===== config.mk =====
export PLATFORM = sky130hd
export DESIGN_NAME = ram_rd_check
export DESIGN_NICKNAME = d
export VERILOG_FILES = /design/src/rtl/ram_rd_check.sv
export SDC_FILE = /design/constraint.sdc
export NUM_CORES = 1
export LEC_CHECK = 0
export ABC_AREA = 1
export CORE_UTILIZATION = 54
export DETAILED_ROUTE_END_ITERATION = 12
export PLACE_DENSITY = 0.92
export REMOVE_ABC_BUFFERS = 1
export SLEW_MARGIN = 20
export SYNTH_ARGS = -nofsm -noshare
export SYNTH_HDL_FRONTEND = slang
export SYNTH_SLANG_ARGS = --single-unit

===== constraint.sdc =====
create_clock -name i_clk -period 3 [get_ports i_clk]
set_input_delay 0.6 -clock i_clk [delete_from_list [all_inputs] [get_ports i_clk]]
set_output_delay 0.6 -clock i_clk [all_outputs]
set_load 0.01 [all_outputs]

===== src/rtl/ram_rd_check.sv =====
// rtl/ram_rd_check.sv - port-B read sweeper and data checker for the 64-entry dual-port RAM demo
// Sweeps addresses 0..63 after rd_flag, checks data == {2'b0, addr}, reports passes and errors.
module ram_rd_check #(
    parameter int RD_LAT = 1,
    parameter int ERR_W  = 8
) (
    input  logic             i_clk,
    input  logic             i_rst,
    input  logic             i_rd_flag,
    output logic             o_ram_rd_en,
    output logic [5:0]       o_ram_rd_addr,
    input  logic [7:0]       i_ram_rd_data,
    output logic             o_rd_valid,
    output logic [7:0]       o_rd_data_q,
    output logic [5:0]       o_rd_addr_q,
    output logic             o_pass_done,
    output logic [ERR_W-1:0] o_pass_cnt,
    output logic             o_err,
    output logic [ERR_W-1:0] o_err_cnt
);

    typedef enum logic [1:0] {
        S_IDLE,
        S_RUN,
        S_DRAIN
    } state_t;

    localparam logic [1:0]       DRAIN_LAST = 2'(RD_LAT - 1);
    localparam logic [ERR_W-1:0] CNT_ONE    = 1;
    localparam logic [ERR_W-1:0] CNT_MAX    = '1;

    state_t     r_state;
    state_t     w_state_nxt;
    logic [5:0] r_addr;
    logic [5:0] w_addr_nxt;
    logic [1:0] r_drain_cnt;
    logic [1:0] w_drain_cnt_nxt;

    always_ff @(posedge i_clk or posedge i_rst) begin
        if (i_rst) begin
            r_state     <= S_IDLE;
            r_addr      <= 6'd0;
            r_drain_cnt <= 2'd0;
        end else begin
            r_state     <= w_state_nxt;
            r_addr      <= w_addr_nxt;
            r_drain_cnt <= w_drain_cnt_nxt;
        end
    end

    always_comb begin
        w_state_nxt     = r_state;
        w_addr_nxt      = r_addr;
        w_drain_cnt_nxt = r_drain_cnt;
        case (r_state)
            S_IDLE: begin
                w_addr_nxt = 6'd0;
                if (i_rd_flag) begin
                    w_state_nxt = S_RUN;
                end
            end
            S_RUN: begin
                if (i_rd_flag) begin
                    w_addr_nxt = r_addr + 6'd1;
                end else begin
                    w_state_nxt     = S_DRAIN;
                    w_drain_cnt_nxt = 2'd0;
                end
            end
            S_DRAIN: begin
                // Stay long enough for every in-flight word to reach the checker.
                if (r_drain_cnt == DRAIN_LAST) begin
                    w_state_nxt     = S_IDLE;
                    w_addr_nxt      = 6'd0;
                    w_drain_cnt_nxt = 2'd0;
                end else begin
                    w_drain_cnt_nxt = r_drain_cnt + 2'd1;
                end
            end
            default: begin
                w_state_nxt = S_IDLE;
                w_addr_nxt  = 6'd0;
            end
        endcase
    end

    assign o_ram_rd_en   = (r_state == S_RUN);
    assign o_ram_rd_addr = r_addr;

    logic [RD_LAT-1:0] r_pipe_vld;
    logic [5:0]        r_pipe_addr [RD_LAT];

    always_ff @(posedge i_clk or posedge i_rst) begin
        if (i_rst) begin
            r_pipe_vld <= '0;
            for (int i = 0; i < RD_LAT; i++) begin
                r_pipe_addr[i] <= 6'd0;
            end
        end else begin
            r_pipe_vld[0]  <= o_ram_rd_en;
            r_pipe_addr[0] <= r_addr;
            for (int i = 1; i < RD_LAT; i++) begin
                r_pipe_vld[i]  <= r_pipe_vld[i-1];
                r_pipe_addr[i] <= r_pipe_addr[i-1];
            end
        end
    end

    logic       w_chk_vld;
    logic [5:0] w_chk_addr;
    logic       w_mismatch;
    logic       w_last;

    assign w_chk_vld  = r_pipe_vld[RD_LAT-1];
    assign w_chk_addr = r_pipe_addr[RD_LAT-1];
    assign w_mismatch = (i_ram_rd_data != {2'b00, w_chk_addr});
    assign w_last     = (w_chk_addr == 6'd63);

    logic             r_rd_valid;
    logic [7:0]       r_rd_data_q;
    logic [5:0]       r_rd_addr_q;
    logic             r_pass_done;
    logic [ERR_W-1:0] r_pass_cnt;
    logic             r_err;
    logic [ERR_W-1:0] r_err_cnt;

    always_ff @(posedge i_clk or posedge i_rst) begin
        if (i_rst) begin
            r_rd_valid  <= 1'b0;
            r_rd_data_q <= 8'd0;
            r_rd_addr_q <= 6'd0;
            r_pass_done <= 1'b0;
            r_pass_cnt  <= '0;
            r_err       <= 1'b0;
            r_err_cnt   <= '0;
        end else begin
            r_rd_valid  <= w_chk_vld;
            r_pass_done <= w_chk_vld && w_last;
            if (w_chk_vld) begin
                r_rd_data_q <= i_ram_rd_data;
                r_rd_addr_q <= w_chk_addr;
                if (w_mismatch) begin
                    r_err <= 1'b1;
                    if (r_err_cnt != CNT_MAX) begin
                        r_err_cnt <= r_err_cnt + CNT_ONE;
                    end
                end
                if (w_last && (r_pass_cnt != CNT_MAX)) begin
                    r_pass_cnt <= r_pass_cnt + CNT_ONE;
                end
            end
        end
    end

    assign o_rd_valid  = r_rd_valid;
    assign o_rd_data_q = r_rd_data_q;
    assign o_rd_addr_q = r_rd_addr_q;
    assign o_pass_done = r_pass_done;
    assign o_pass_cnt  = r_pass_cnt;
    assign o_err       = r_err;
    assign o_err_cnt   = r_err_cnt;

endmodule


==> results of run 1 <==
## worst max-delay path: stages (launching register included)
cell             delay [ns]
dfrtp_1                0.46
nor2_2                 0.28
clkdlybuf4s50_1        0.59
## cell families (layout without fill, tap and decap cells)
kind of cell               after synthesis  count (layout)  synth area share, %
and+or+nand+nor                        127             127                 25.7
AOI/OAI and AO/OA                       27              27                 6.75
adders and majority gates                5               5                 2.66
DFF                                     50              50                 53.2
buffers and inverters                   36              92                 6.22
xor gates and xnor gates                10              10                 4.04
muxes                                    3               3                 1.44
## sequential cells by signal, summed over array words and instances (netlist names), 2 cells and up
signal,count
r_state,2
o_rd_addr_q,6
o_rd_data_q,8
r_drain_cnt,2
o_err_cnt,8
o_pass_cnt,8
r_pipe_addr,6
o_ram_rd_addr,6
## Yosys cell counts (all sizes together)
master	count
a21o	1
a21oi	11
a31o	1
buf	2
clkbuf	3
dfrtp	50
ha	5
inv	31
mux2	3
nand2	74
nand3	13
nand3b	2
nand4	12
nor2	24
nor3	2
o21ai	12
o31ai	1
o41ai	1
xnor2	9
xor2	1
## metal layers
layer	GRT usage [%]	vias to the layer above
li1	-	938
met3	4.50	14
met4	12.8	0
met2	39.3	60
met5	0	-
met1	29.2	906
## metrics by stage
| stage | std cells | hold WS [ns] | utilization (%) | area [um2] |
|---|---|---|---|---|
| floorplan | 253 | 0.454 | - | 2320 |
| global placement | 356 | 0.429 | 71.2 | 2910 |
| detailed placement | 356 | 0.439 | 71.2 | 2910 |
| CTS | 364 | 0.464 | 73.9 | 3020 |
| global route | 364 | 0.481 | 73.9 | 3020 |
| finish | 364 | 0.460 | 73.9 | 3020 |
## power groups by stage
stage	clock, mW	combinational (mW)	sequential [mW]
after floorplan	0	0.187	0.922
after detailed placement	0	0.492	0.879
final	0.469	0.497	0.867
after global routing	0.498	0.555	0.881
after global placement	0	0.471	0.874
after CTS	0.474	0.499	0.866
## area by class of cell
type | count | area, um2 | share of cell area, %
timing repair buffer | 53 | 523 | 17.3
inverter | 31 | 116 | 3.86
sequential | 50 | 1250 | 41.5
multi-input combinational | 172 | 956 | 31.7
tap | 50 | 62.6 | 2.07
clock buffer | 5 | 68.8 | 2.28
clock inverter | 3 | 40.0 | 1.33
## worst max path at each step
stage	from	end	slack [ns]
after floorplan	i_rst	o_err	1.20
final	r_state[1]	o_ram_rd_en	0.76
after CTS	r_state[1]	o_ram_rd_en	0.76
after global routing	r_state[1]	o_ram_rd_en	0.68
after global placement	i_ram_rd_data[3]	o_err_cnt[7]	1.01
after detailed placement	i_ram_rd_data[2]	o_err_cnt[5]	0.98
==> results_dict.tcl, run 1 <==
set metrics [dict create \
    grt_pass1_wl_um 7960 \
    ys_top_cells_by_area "dfrtp_1 53%, nand2_1 11%, inv_1 4.6%, nor2_1 3.5%, nand4_1 3.2%" \
    nets 329 \
    coreArea_um2 4090 \
    grt_use_total_pct 23.7 \
    setup_ws_ns 0.763 \
    vias_per_cell 5.27 \
    yosysTopAreaCell "dfrtp_1" \
    p_comb_share_pct 27.1 \
    skew_ns 0.00958 \
    ys_seq_area_share_pct 53.2 \
    finalSetupTns_ns 0 \
    drv_cap 0 \
    period_minus_slack_ns 2.24 \
    dr.first_iter.drc_count 121 \
    ir_drop_uv 390 \
    holdBufCountCts 0 \
    pre_cts_ws_ns 0.975 \
    grt_start_max_net_pins 37 \
    clk_path_buf_depth 2 \
    cts_resized 0 \
    worstPathRequired_ns 2.40 \
    intPower_mw 1.28 \
    power.density_nw_per_um2 607 \
    netlist_area_um2 2350 \
    ys_seq_elements 50 \
    seq_power_share_pct 47.3 \
    avgSynthCellArea_um2 9.12 \
    whs_path_depth 0 \
    syn_inst 258 \
    htree_num_levels 2 \
    cp-start-kind "flop" \
    antenna_found_initial 0 \
    swShare_pct 30.3 \
    rsz0062_at_grt "no" \
    n_fill_cell 303 \
    die_h_um 68.0 \
    relSlewSlack_pct 58.1 \
    post-route-drc-count 0 \
    wl_met1_um 2140 \
    worstHoldPathType "reg2reg" \
    dieArea_um2 4630 \
    worstHoldStart "o_ram_rd_addr[5]" \
    wl_met3_um 248 \
    io_pins 51 \
    antenna_left 0 \
    row_count 23 \
    drive_gt1_share_pct 11.5 \
    clockRootBuffer "clkbuf_8" \
    cts_buffers 5 \
    slew_violations 0 \
    rr_worst_depth 9 \
    report.final.hold_viol_count 0 \
    area_growth_pct 28.2 \
    cts_setup_buffers 0 \
    routedWlPerCell_um 13.6 \
    start_util_pct 57.6 \
    tightest_slew_ns 0.628 \
    critPathKind "reg2out" \
    layout_commonest_cell "nand2_1" \
    cts.sinks 50 \
    routabilityCongestion 0.835 \
    dp_hpwl_um 3430 \
    critPathCaptureType "output port" \
    met2_length_um 2400 \
    path_clk_slew_ns 0.09 \
    final_cell_mix "67 x nand2_1, 50 x clkdlybuf4s50_1, 50 x dfrtp_1" \
    crit_arrival_ns 1.64 \
    num_vias 1918 \
    cts_tree "done" \
    first_global_vias 1794 \
    leakagePower_nw 1.45 \
    insertion_delay_ns 0.31 \
    setup_violations 0 \
    fp.dieW_um 68.0 \
    ys_warn_count 0 \
    synth_cell_types 29 \
    total_power_mw 1.83 \
    synth_top_area_share_pct 53.2 \
    crit_fanout 7 \
    p_sw_mw 0.556 \
    finalCritPeriodShare_pct 74.6 \
    timing.rr.start "o_err_cnt[0]" \
    top_layer_used "met4" \
    max_freq_ghz 0.447 \
    grt.overflow.total 0 \
    p_clk_share_pct 25.6 \
    port_buffers 50 \
    outcome "complete, no violations" \
    reg2reg_to "o_err_cnt[5]" \
    dr.pass1.iters 4 \
    n_antenna_cell 0 \
    min_to "r_pipe_addr[5]" \
    wl_um 4950 \
    rrSetupSlack_ns 1.34 \
]
Note: power is estimated with default switching activity, not from simulation.
==> inputs of run 2 (changes only) <==
Settings changed: CORE_UTILIZATION 54 to 45, PLACE_DENSITY 0.92 to 0.83.
Clock period 3 ns to 1.8 ns, I/O delays scaled along.
==> results_dict.tcl, run 2 (same netlist as run 1, synthesis figures left out) <==
set metrics [dict create \
    dr.pass1.iters 4 \
    post-route-drc-count 0 \
    coreArea_um2 4880 \
    nets 330 \
    leakagePower_nw 1.44 \
    setup_violations 0 \
    whs_ns 0.427 \
    wl_um 4480 \
    critPathKind "reg2out" \
    grt_start_max_net_pins 51 \
    grt_use_total_pct 18.2 \
    period_minus_slack_ns 1.72 \
    routabilityCongestion 0.779 \
    ir_drop_uv 414 \
    fin_cells 381 \
    insertion_delay_ns 0.29 \
    slew_violations 0 \
    num_vias 1908 \
    first_global_vias 1755 \
    outcome "complete, no violations" \
    skew_ns 0.00547 \
    n_fill_cell 429 \
    grt_pass1_wl_um 7600 \
    tightest_slew_ns 0.337 \
    holdBufCountCts 0 \
    worstPathRequired_ns 1.44 \
    n_antenna_cell 0 \
    critPathCaptureType "output port" \
    cp_cell_sequence "clkdlybuf4s50_1" \
    layout_commonest_cell "nand2_1" \
    final_cell_mix "67 x nand2_1, 49 x clkdlybuf4s50_1, 49 x dfrtp_1" \
    path_clk_slew_ns 0.08 \
    total_power_mw 2.86 \
    report.final.hold_viol_count 0 \
    clk_path_buf_depth 2 \
    slowest_stage "clkdlybuf4s50_1" \
    row_count 25 \
    area_growth_pct 28.6 \
    start_util_pct 48.2 \
    dr.first_iter.drc_count 106 \
    crit_family "buffers and inverters" \
    routedWlPerCell_um 11.8 \
    drv_cap 0 \
    port_buffers 50 \
    cts_resized 2 \
    finalSetupTns_ns 0 \
    place_area_um2 2950 \
    place_inst 374 \
    clockRootBuffer "clkbuf_8" \
    rsz0062_at_grt "no" \
    cts_setup_buffers 0 \
    worstHoldPathType "in2async" \
    finalCritPeriodShare_pct 95.4 \
    vias_per_cell 5.01 \
    grt.overflow.total 0 \
    dp_hpwl_um 3270 \
    cp_num_buf_inv 1 \
    max_stage_delay_ns 0.59 \
    antenna_left 0 \
    crit_fanout 7 \
    crit_arrival_ns 1.36 \
    dieArea_um2 5520 \
    fp.dieW_um 74.3 \
    die_h_um 74.3 \
    cp-start-kind "flop" \
    max_freq_ghz 0.582 \
    cts.sinks 50 \
    relSlewSlack_pct 77.5 \
    htree_num_levels 2 \
    cts_tree "done" \
    cts_buffers 5 \
    antenna_found_initial 0 \
    fin_area_um2 3030 \
    io_pins 51 \
    power.density_nw_per_um2 943 \
    drive_gt1_share_pct 11.1 \
]
run 2: changes by cell type in the layout (fill, tap and decap cells not counted), sizes merged:
| cell | delta |
|---|---|
| clkbuf | +2 |
| buf | +1 |
| clkinv | -2 |
| dlygate4sd2 | +1 |
| clkdlybuf4s50 | -1 |
| bufinv | -1 |
run 2: power by group:
group / total, mW / switching (mW) / internal, mW
clock network: 0.594 / 0.326 / 0.268
registers: 1.45 / 0.146 / 1.30
logic: 0.816 / 0.391 / 0.425
total: 2.86 / 0.863 / 1.99
run 2: layout make-up:
class	instances	area [um2]	share of cell area, %
inverter	31	116	3.84
tap	67	83.8	2.77
clock buffer	7	76.3	2.52
timing repair buffer	54	542	17.9
sequential	50	1250	41.4
multi-input combinational	172	956	31.6
run 2: metal layers:
metal / part of all wire, % / track usage [%]
met5: 0 / 0
met4: 2.0 / 8.39
met3: 4.5 / 2.98
met2: 49 / 30.3
met1: 45 / 23.3
run 2: path summary, 6_finish.rpt:
kind	from	end	slack, ns	depth (start not counted)
min in group i_clk	o_ram_rd_addr[5]	r_pipe_addr[5]	0.45	0
hold / removal	i_rst	o_pass_cnt[1]	0.43	3
setup / recovery	o_ram_rd_addr[2]	o_ram_rd_addr[2]	0.08	1
setup reg to reg	o_pass_cnt[1]	o_pass_cnt[7]	0.20	8
hold reg to reg	o_ram_rd_addr[5]	r_pipe_addr[5]	0.45	0
max in group asynchronous	i_rst	r_state[1]	1.15	3
run 2: metrics by stage:
step	setup slack [ns]	util, %
3_5_place_dp	0.0244	60.5
5_1_grt	0.00990	62.0
4_1_cts	0.0659	62.0
3_3_place_gp	0.0620	60.5
2_1_floorplan	0.0636	-
6_report	0.0824	62.0
==> inputs of run 3 (changes only) <==
Settings changed: ABC_AREA 1 to unset, CORE_UTILIZATION 45 to 44.
==> results_dict.tcl, run 3 <==
set metrics [dict create \
    outcome "complete, no violations" \
    timing.rr.start "o_pass_cnt[0]" \
    rrSetupSlack_ns 0.1 \
    cts_buffers 5 \
    antenna_left 0 \
    report.final.hold_viol_count 0 \
    netlist_area_um2 2130 \
    first_global_vias 1462 \
    rsz0062_at_grt "no" \
    yosysMostFrequentCell "dfrtp_1" \
    crit_fanout 4 \
    dieArea_um2 5120 \
    finalCoreUtilization_pct 63.6 \
    routabilityCongestion 0.739 \
    htree_num_levels 2 \
    reg2reg_to "o_pass_cnt[1]" \
    yosysTopAreaCell "dfrtp_1" \
    rr_worst_depth 5 \
    routedWlPerCell_um 13.5 \
    fin_area_um2 2860 \
    syn_inst 169 \
    insertion_delay_ns 0.30 \
    ys_top_cells_by_area "dfrtp_1 59%, mux2_2 7.9%, xor2_1 4.9%, xnor2_1 4.5%, ha_1 2.9%" \
    cts_tree "done" \
    grt_use_total_pct 16.9 \
    wl_um 3880 \
    drv_cap 0 \
    cp-start-kind "flop" \
    tightest_slew_ns 0.392 \
    leakagePower_nw 1.29 \
    layout_commonest_cell "dfrtp_1" \
    cp_cell_sequence "ha_1 -> and3_4 -> a211oi_4 -> buf_4 -> mux2_2" \
    path_clk_slew_ns 0.08 \
    nets 252 \
    row_count 24 \
    dominantRegCellSynth "dfrtp_1" \
    ir_drop_uv 619 \
    clockRootBuffer "clkbuf_8" \
    synth_top_area_share_pct 58.8 \
    worstHoldPathType "in2async" \
    antenna_found_initial 0 \
    vias_per_cell 4.99 \
    cts.sinks 50 \
    fp.dieW_um 71.5 \
    n_antenna_cell 0 \
    dp_hpwl_um 2790 \
    skew_ns 0.00340 \
    synthTopCellsByCount "50 x dfrtp_1, 15 x mux2_2, 14 x nor2_1" \
    max_freq_ghz 0.587 \
    ys_seq_area_share_pct 58.8 \
    start_util_pct 47.2 \
    avgSynthCellArea_um2 12.6 \
    dr.pass1.iters 4 \
    synth_cell_types 29 \
    critPathCaptureType "flop" \
    n_fill_cell 376 \
    crit_family "flip-flops" \
    dr.first_iter.drc_count 29 \
    slowest_stage "dfrtp_1" \
    crit_arrival_ns 1.89 \
    total_power_mw 3.16 \
    grt.overflow.total 0 \
    relSlewSlack_pct 73.8 \
    drive_gt1_share_pct 17.8 \
    num_vias 1438 \
    io_pins 51 \
    finalCritPeriodShare_pct 94.7 \
    grt_start_max_net_pins 51 \
    setup_violations 0 \
    coreArea_um2 4500 \
    async_reset_ff_share_pct 100 \
    critPathKind "reg2reg" \
    ys_warn_count 0 \
    grt_pass1_wl_um 6600 \
    port_buffers 50 \
    power.density_nw_per_um2 1110 \
    period_minus_slack_ns 1.70 \
    clk_path_buf_depth 2 \
    place_area_um2 2770 \
    synth_edf_count 0 \
    max_stage_delay_ns 0.39 \
    final_cell_mix "50 x dfrtp_1, 49 x clkdlybuf4s50_1, 15 x mux2_2" \
    post-route-drc-count 0 \
    worstPathRequired_ns 1.99 \
    ys_seq_elements 50 \
    cp_num_buf_inv 1 \
    area_growth_pct 34.6 \
    slew_violations 0 \
    die_h_um 71.5 \
]
## run 3: per-stage QoR
step	cells	hold WS [ns]	TNS, ns	setup WS, ns
floorplan	167	0.451	0	0.0160
global placement	279	0.412	-0.330	-0.153
detailed placement	279	0.412	-0.425	-0.167
CTS	286	0.418	0	0.0459
global route	288	0.445	0	0.0324
finish	288	0.414	0	0.0955
## run 3: per-layer routing
metal / share of wire (%) / vias to the layer above / track usage, %
li1: - / 708 / -
met1: 45 / 683 / 21.3
met2: 49 / 40 / 27.4
met3: 3.7 / 7 / 3.52
met4: 2.3 / 0 / 9.15
met5: 0 / - / 0
## run 3: cell families after synthesis
logic type	count (synthesis)	share of synthesized area, %
AND/OR/NAND/NOR	56	15.1
AO/OA/AOI/OAI	10	3.47
adder cells (fa/ha/maj)	5	2.94
buffers and inverters	9	1.59
flip-flops	50	58.8
multiplexers	16	8.65
XOR/XNOR	23	9.47
## run 3: what timing repair did
item | 4_1_cts | 5_1_grt
endpoints found under the setup margin | 1 | 2
setup buffers | 0 | 2
pin swaps | 0 | 1
hold buffers | 0 | 0
resized for setup | 1 | 0
## run 3: final cells by class
type	instances	area (um2)	area share [%]
tap	52	65.1	2.27
clock buffer	7	76.3	2.67
inverter	7	26.3	0.918
multi-input combinational	110	842	29.4
timing repair buffer	62	602	21.0
sequential	50	1250	43.7
## run 3: how the worst max path moves through the flow
stage | startpoint | end | depth (start not counted)
2_1_floorplan | r_pipe_vld | o_pass_cnt[5] | 5
3_3_place_gp | i_ram_rd_data[3] | o_err_cnt[1] | 6
3_5_place_dp | i_ram_rd_data[3] | o_err_cnt[1] | 6
4_1_cts | o_pass_cnt[0] | o_pass_cnt[5] | 6
5_1_grt | o_pass_cnt[0] | o_pass_cnt[1] | 5
6_report | o_pass_cnt[0] | o_pass_cnt[1] | 5
## run 3: worst register-to-register path, stage by stage, from the launching register on
cell	delay [ns]
dfrtp_1	0.39
ha_1	0.21
and3_4	0.19
a211oi_4	0.31
buf_4	0.18
mux2_2	0.32
## run 3: where the power goes
part	switching [mW]	internal, mW
logic	0.425	0.603
clock network	0.334	0.268
registers	0.183	1.35
